### config.mk
export PLATFORM = sky130hd
export DESIGN_NAME = mov_avg4
export DESIGN_NICKNAME = d
export VERILOG_FILES = /design/src/rtl/mov_avg4.sv
export SDC_FILE = /design/constraint.sdc
export NUM_CORES = 1
export LEC_CHECK = 0
export BUFFER_PORTS_ARGS = -buffer_cell sky130_fd_sc_hd__buf_2
export CAP_MARGIN = 20
export CORE_MARGIN = 5
export CORE_UTILIZATION = 52
export DETAILED_ROUTE_END_ITERATION = 8
export MAX_ROUTING_LAYER = met4
export PLACE_DENSITY = 0.78
export SETUP_SLACK_MARGIN = 0.15
export SLEW_MARGIN = 20
export SYNTH_ARGS = -nofsm -noshare
export SYNTH_HDL_FRONTEND = slang
export SYNTH_SLANG_ARGS = --single-unit
### constraint.sdc
create_clock -name clk -period 8.7 [get_ports clk]
set_input_delay 1.74 -clock clk [delete_from_list [all_inputs] [get_ports clk]]
set_output_delay 1.74 -clock clk [all_outputs]
set_load 0.02 [all_outputs]
### src/rtl/mov_avg4.sv
// Streaming 4-sample moving average with valid/ready handshakes.
// One-cycle latency; y_warm flags a fully populated window.
module mov_avg4 #(
   parameter int WIDTH = 16,
   parameter int LOG2N = 2
) (
   input  logic                    clk,
   input  logic                    rst,
   input  logic signed [WIDTH-1:0] x_data,
   input  logic                    x_valid,
   output logic                    x_ready,
   output logic signed [WIDTH-1:0] y_data,
   output logic                    y_valid,
   input  logic                    y_ready,
   output logic                    y_warm
);

   localparam int N  = 1 << LOG2N;
   localparam int AW = WIDTH + LOG2N;
   localparam int CW = LOG2N + 1;

   logic signed [WIDTH-1:0] w [N];
   logic signed [AW-1:0]    acc;
   logic signed [AW-1:0]    acc_nx;
   logic signed [AW-1:0]    xs;
   logic signed [AW-1:0]    os;
   logic [CW-1:0]           cnt;
   logic [CW-1:0]           cnt_nx;
   logic                    acc_in;

   assign x_ready = !y_valid || y_ready;
   assign acc_in  = x_valid && x_ready;

   assign xs     = AW'(x_data);
   assign os     = AW'(w[N-1]);
   assign acc_nx = acc + xs - os;
   assign cnt_nx = (cnt == CW'(N)) ? cnt : cnt + 1'b1;

   always_ff @(posedge clk) begin
      if (rst) begin
         for (int i = 0; i < N; i++) begin
            w[i] <= '0;
         end
         acc     <= '0;
         cnt     <= '0;
         y_data  <= '0;
         y_valid <= 1'b0;
         y_warm  <= 1'b0;
      end else if (acc_in) begin
         w[0] <= x_data;
         for (int i = 1; i < N; i++) begin
            w[i] <= w[i-1];
         end
         acc     <= acc_nx;
         cnt     <= cnt_nx;
         // floor division by N; the result always fits WIDTH bits
         y_data  <= WIDTH'(acc_nx >>> LOG2N);
         y_valid <= 1'b1;
         y_warm  <= (cnt_nx == CW'(N));
      end else if (y_ready) begin
         y_valid <= 1'b0;
      end
   end

endmodule

Word-level counts from Yosys, hierarchy flattened
Memory sizes are Yosys's and may differ from the RTL's.
Index checks and enable logic that the tools add are counted.
Widths: inputs -> output; s select.
{ "word_totals": {"ram_bits": 64, "n_memories": 1, "output_inout_bits": 19, "word_cells": 31, "reg_bits": 39, "inputBits": 20} }
{ "memory_table": {"columns": ["name", "depth", "word_bits", "rd", "rd_clocked_by_memory_dff", "write_ports", "line", "text"], "rows": [
  ["w", 4, 16, 4, 0, 4, "22", "logic signed [WIDTH-1:0] w [N];"]
]} }
{ "op_classes": {"n_eq_ne": 2, "mux": 12, "addsub": 3, "reduce_logical": 4, "bitwise": 4} }
{ "ops": {"columns": ["operator", "count"], "rows": [
  ["$mux 16", 4],
  ["$add 18x16->18", 1],
  ["$sub 18x16->18", 1],
  ["$mux 1", 7],
  ["$eq 3x3->1 const B", 2],
  ["$or 1x1->1", 4],
  ["$add 3x1->3 const B", 1],
  ["$mux 3", 1],
  ["$reduce_bool 2->1", 1],
  ["$logic_and 1x1->1", 1],
  ["$logic_not 1->1", 1],
  ["$logic_or 1x1->1", 1]
]} }

Logic depth before layout (Yosys ltp)
{ "depth": {"ltp_word": 7, "depth_mapped": 12, "depth_no_buf": 12} }

Least setup slack after synthesis
OpenSTA, ideal clock, no wires.
{ "synth_timing": {"kind": "input -> register", "startpoint": "input x_data[4]", "endpoint": "register y_data[15]", "setup_time_ns": 0.123, "path_stages": 10, "setup_slack_ns": 4.638, "arrival_time_ns": 3.939, "required_ns": 8.577, "n_path_buf": 0, "cell_sequence": "inv_1 fa_1 inv_1 ha_1 a21oi_4 o22ai_1 a211o_2 and2_4 o211ai_2 mux2_1"} }
{ "synth_between": {"elab_chain_len": 2} }
{ "synth_rtl": {"columns": ["element", "line", "text"], "rows": [
  ["start: declaration", "9", "input logic signed [WIDTH-1:0] x_data,"],
  ["$add 18x16->18", "36", "assign acc_nx = acc + xs - os;"],
  ["$sub 18x16->18", "36", null],
  ["end signal: assignment", "57", "y_data <= WIDTH'(acc_nx >>> LOG2N);"],
  ["end: declaration", "12", "output logic signed [WIDTH-1:0] y_data,"]
]} }
Every way passes these cells.
A chain may end at the register's enable or synchronous reset.

Final worst setup path
{ "layout_timing": {"startpoint": "input x_data[12]", "endpoint": "register y_data[15]"} }
Same word-level chain as after synthesis.

==> results <==
- The die footprint is 11,200 sq um.
- The number of buffers on the longest clock path is 2.
- The proportion of synthesized flip-flops having asynchronous set or reset is 0%.
- The startpoint type of the worst setup path is a primary input.
- The post-CTS setup repair buffer count is 0.
- The total of hold buffers inserted after clock tree synthesis is 0.
- TritonCTS created 9 clock buffers.
- The top flip-flop cell by instance count after synthesis is edfxtp_1.
- The total number of H-tree levels is 3.
- Measured in cells, the most critical reg-to-reg path has a length of 10.
- For this block, the routed nets add up to 8.63 mm of wire.
- After routing, the total negative slack on setup checks comes to 0 ns.
- The quantity of gates resized following cts is 0.
- The clock latency at the later pin of the worst-skew pair is 0.36 ns.
- In this run, synthesis inferred 64 flip-flops with an integrated enable.
- The final non-filler cell area is 5190 sq um.
- Measured along the y axis, the die boundary spans 106 microns.
- The flow ran to the end, and the final reports show no timing, DRC or antenna violations.
- The DRC violation count after routing is 0.
- The distinct cell type count of the synthesized netlist is 51.
- The total count of hold-check failures in the final report is 0.
- The class of the tightest hold or removal check is register to register.
- The kind of end point of the critical path is a register.
- The number of global-route vias before repair is 3,138.
- The number of slew-limit violations in the final report is 0.
- Across all register-to-register paths, the minimum setup slack is 5.87 ns.
- The highest attainable clock frequency is 252 MHz.
- Setup repair after global routing left no endpoint under its margin.
- For the finished layout, the period the worst path requires is 3.96 ns.
- From synthesis to final layout, the design area changed by 8.14%.
- Buffers placed on the I/O ports in this run total 38.
- In this run the cell area measured after placement is 4960 sq um.
- The final count of negative-setup-slack endpoints is 0.
- In this run the critical register-to-register path is captured at y_data[15]$_SDFFE_PP0P_.
- The flip-flop and latch count after synthesis is 87.
- The number of antenna violations at the first check in global routing is 0.
- The count of TritonRoute iterations in the first routing pass is 4.
- The initial standard-cell utilization of the core is 52.7%.
- The layout has 784 filler cells.
- Global routing used 17.2% of the available tracks.
- The post-synthesis instance area is 4800 sq um.
- For this design the static power due to leakage is 2.32 nW.
- The worst setup skew after layout is 0.0113 ns.
- The hold-critical path depth is 2.
- The per-instance average area after synthesis is 10.6 sq um.
- The half-perimeter wire length of the detailed placement result is 5.95 mm.
- Along the worst path, the maximum fanout reaches 7.
- The start-to-end type of the worst setup path is primary input to register.
- In the routed layout, each cell is associated on average with a via count of 5.27.
- The clock transition time at the flip-flop clock pins of the worst setup and hold paths is 0.09 ns.
- The area of the core region is 9110 sq um.
- The sink of the worst hold path is y_data[4]$_SDFFE_PP0P_.
- Synthesis produced a netlist whose cell count is 454.
- Counting every net in the synthesized netlist gives 512.
- The final cycle utilization of the critical path is 45.5%.
- The first global-routing pass estimated 14.8 mm of wire.
- The boundary pin count is 39.
- The remaining global-route overflow is 0.
- In this run the clock root is driven by a clkbuf_8.
- The pin count of the biggest net entering global routing is 65.
- Of the cells placed in the final design, the portion with a size suffix greater than 1 is 13.8%.
- In the final design database the tool counted 531 nets.
- Routability-driven placement finished with a final weighted congestion of 0.858.
- The startpoint identified for the worst hold timing path is y_data[4]$_SDFFE_PP0P_.
- The maximum VDD drop is 0.000131 V.
- The number of standard-cell rows in the floorplan is 35.
- The number of clock sinks is 87.
- In this run the critical register-to-register path is launched from y_data[10]$_SDFFE_PP0P_.
- The proportion of synthesized chip area in sequential cells is 49.7%.
- In the final routed layout, each cell accounts on average for 14.7 microns.
- Max-cap violations in this run came to 0.
- For this block, the via count after detailed routing is 3,105.
- The number of antenna diodes in the final layout is 0.
- The arrival time at the worst endpoint is 4.21 ns.
- The slew at the pin closest to its max-slew limit is 0.947 ns.
- The die span in x is 106 microns.
- The detailed router finished its first iteration with 219 violations.
- Yosys printed 0 warnings.
- TritonCTS built the clock tree.
- The relative max-transition margin is 36.9%.
- In this run the power density over the cells is 278 nW/um^2.
- At the worst endpoint, the required time is 8.95 ns.
- The count of nets left with antenna violations after detail routing is 0.
[registers in the layout, indices dropped and copies added, names as in the netlist]
register / count
y_warm: 1
y_data: 16
acc: 2
cnt: 3
w: 64
y_valid: 1
[worst max-delay path by stage]
stage | from | endpoint | cells after the start
finish | x_data[12] | y_data[15]$_SDFFE_PP0P_ | 11
global placement | y_ready | y_data[14]$_SDFFE_PP0P_ | 6
CTS | x_data[12] | y_data[15]$_SDFFE_PP0P_ | 11
global route | y_ready | y_data[14]$_SDFFE_PP0P_ | 6
floorplan | x_data[4] | y_data[15]$_SDFFE_PP0P_ | 10
detailed placement | x_data[12] | y_data[15]$_SDFFE_PP0P_ | 11
[report_power, final]
group	total, W	leakage [nW]	switching (W)	internal (W)
clock	0.000324	0.115	0.000158	0.000166
sequential	0.000526	0.890	0.0000280	0.000498
combinational	0.000590	1.32	0.000354	0.000236
[layout make-up]
type                    count  area (sq um)  share of cell area, %
clock buffers               9           124                   2.39
clock inverters             7           104                   2.00
inverters                  73           274                   5.28
multi-input cells         263          1970                   37.9
flip-flops and latches     87          2380                   45.9
well taps                 111           139                   2.68
repair buffers             39           198                   3.81
[cells in the final DEF (no fill, tap or decap), types with 4 or more instances in the layout]
cell | synthesis | layout
a21oi_1 | 25 | 25
edfxtp_1 | 64 | 64
ha_1 | 21 | 21
nand2_1 | 22 | 22
and2_1 | 50 | 50
nor3_1 | 8 | 8
o21a_1 | 4 | 4
nor2_1 | 29 | 28
fa_1 | 17 | 17
a21o_1 | 9 | 9
inv_1 | 73 | 72
clkbuf_8 | 0 | 9
xnor2_1 | 4 | 4
a211oi_1 | 5 | 5
nand3_1 | 10 | 10
o21ai_0 | 8 | 8
dfxtp_1 | 23 | 23
buf_2 | 4 | 38
or3_1 | 8 | 8
[cells in the mapped netlist (4+ instances only)]
cell type | number | area (sq um)
nand2_1 | 22 | 82.6
xnor2_1 | 4 | 35.0
dfxtp_1 | 23 | 460
clkbuf_1 | 11 | 41.3
nor2_1 | 29 | 109
a21o_1 | 9 | 67.6
inv_1 | 73 | 274
a211oi_1 | 5 | 37.5
o21a_1 | 4 | 30.0
edfxtp_1 | 64 | 1920
o21ai_0 | 8 | 40.0
and2_1 | 50 | 313
nor3_1 | 8 | 40.0
buf_2 | 4 | 20.0
buf_4 | 16 | 120
or3_1 | 8 | 50.1
a21oi_1 | 25 | 125
nand3_1 | 10 | 50.1
ha_1 | 21 | 263
fa_1 | 17 | 340
[through the flow]
step	instances	util (%)	hold slack, ns	power, W	setup WS (ns)
global route	589	56.9	0.498	0.00155	4.61
CTS	589	56.9	0.470	0.00145	4.77
floorplan	454	-	0.436	0.00102	4.64
global placement	573	54.4	0.445	0.00109	4.45
finish	589	56.9	0.469	0.00144	4.74
detailed placement	573	54.4	0.457	0.00112	4.38
[logic make-up after synthesis]
logic type	Yosys count	share of synthesized area (%)
mux	3	0.678
xor+xnor	5	0.913
fa+ha+maj	38	12.6
flops	87	49.7
buf+inv	104	9.50
compound gates	72	10.3
simple gates	145	16.4
[critical path: stages]
cell and delay, ns:
buf_2 0.08, inv_1 0.07, fa_1 0.54, inv_1 0.05, ha_1 0.37, a21oi_1 0.28, o211ai_1 0.13, a211o_2 0.32
and2_4 0.15, o211ai_2 0.15, mux2_1 0.33
[metal layers]
layer	up-vias	global-route usage (%)	wire length (microns)
met5	-	-	0
met3	10	3.22	334
met4	0	6.29	151
met2	71	28.1	4150
met1	1492	21.7	3990
li1	1532	-	-
Power figures use the tool's default switching activity.
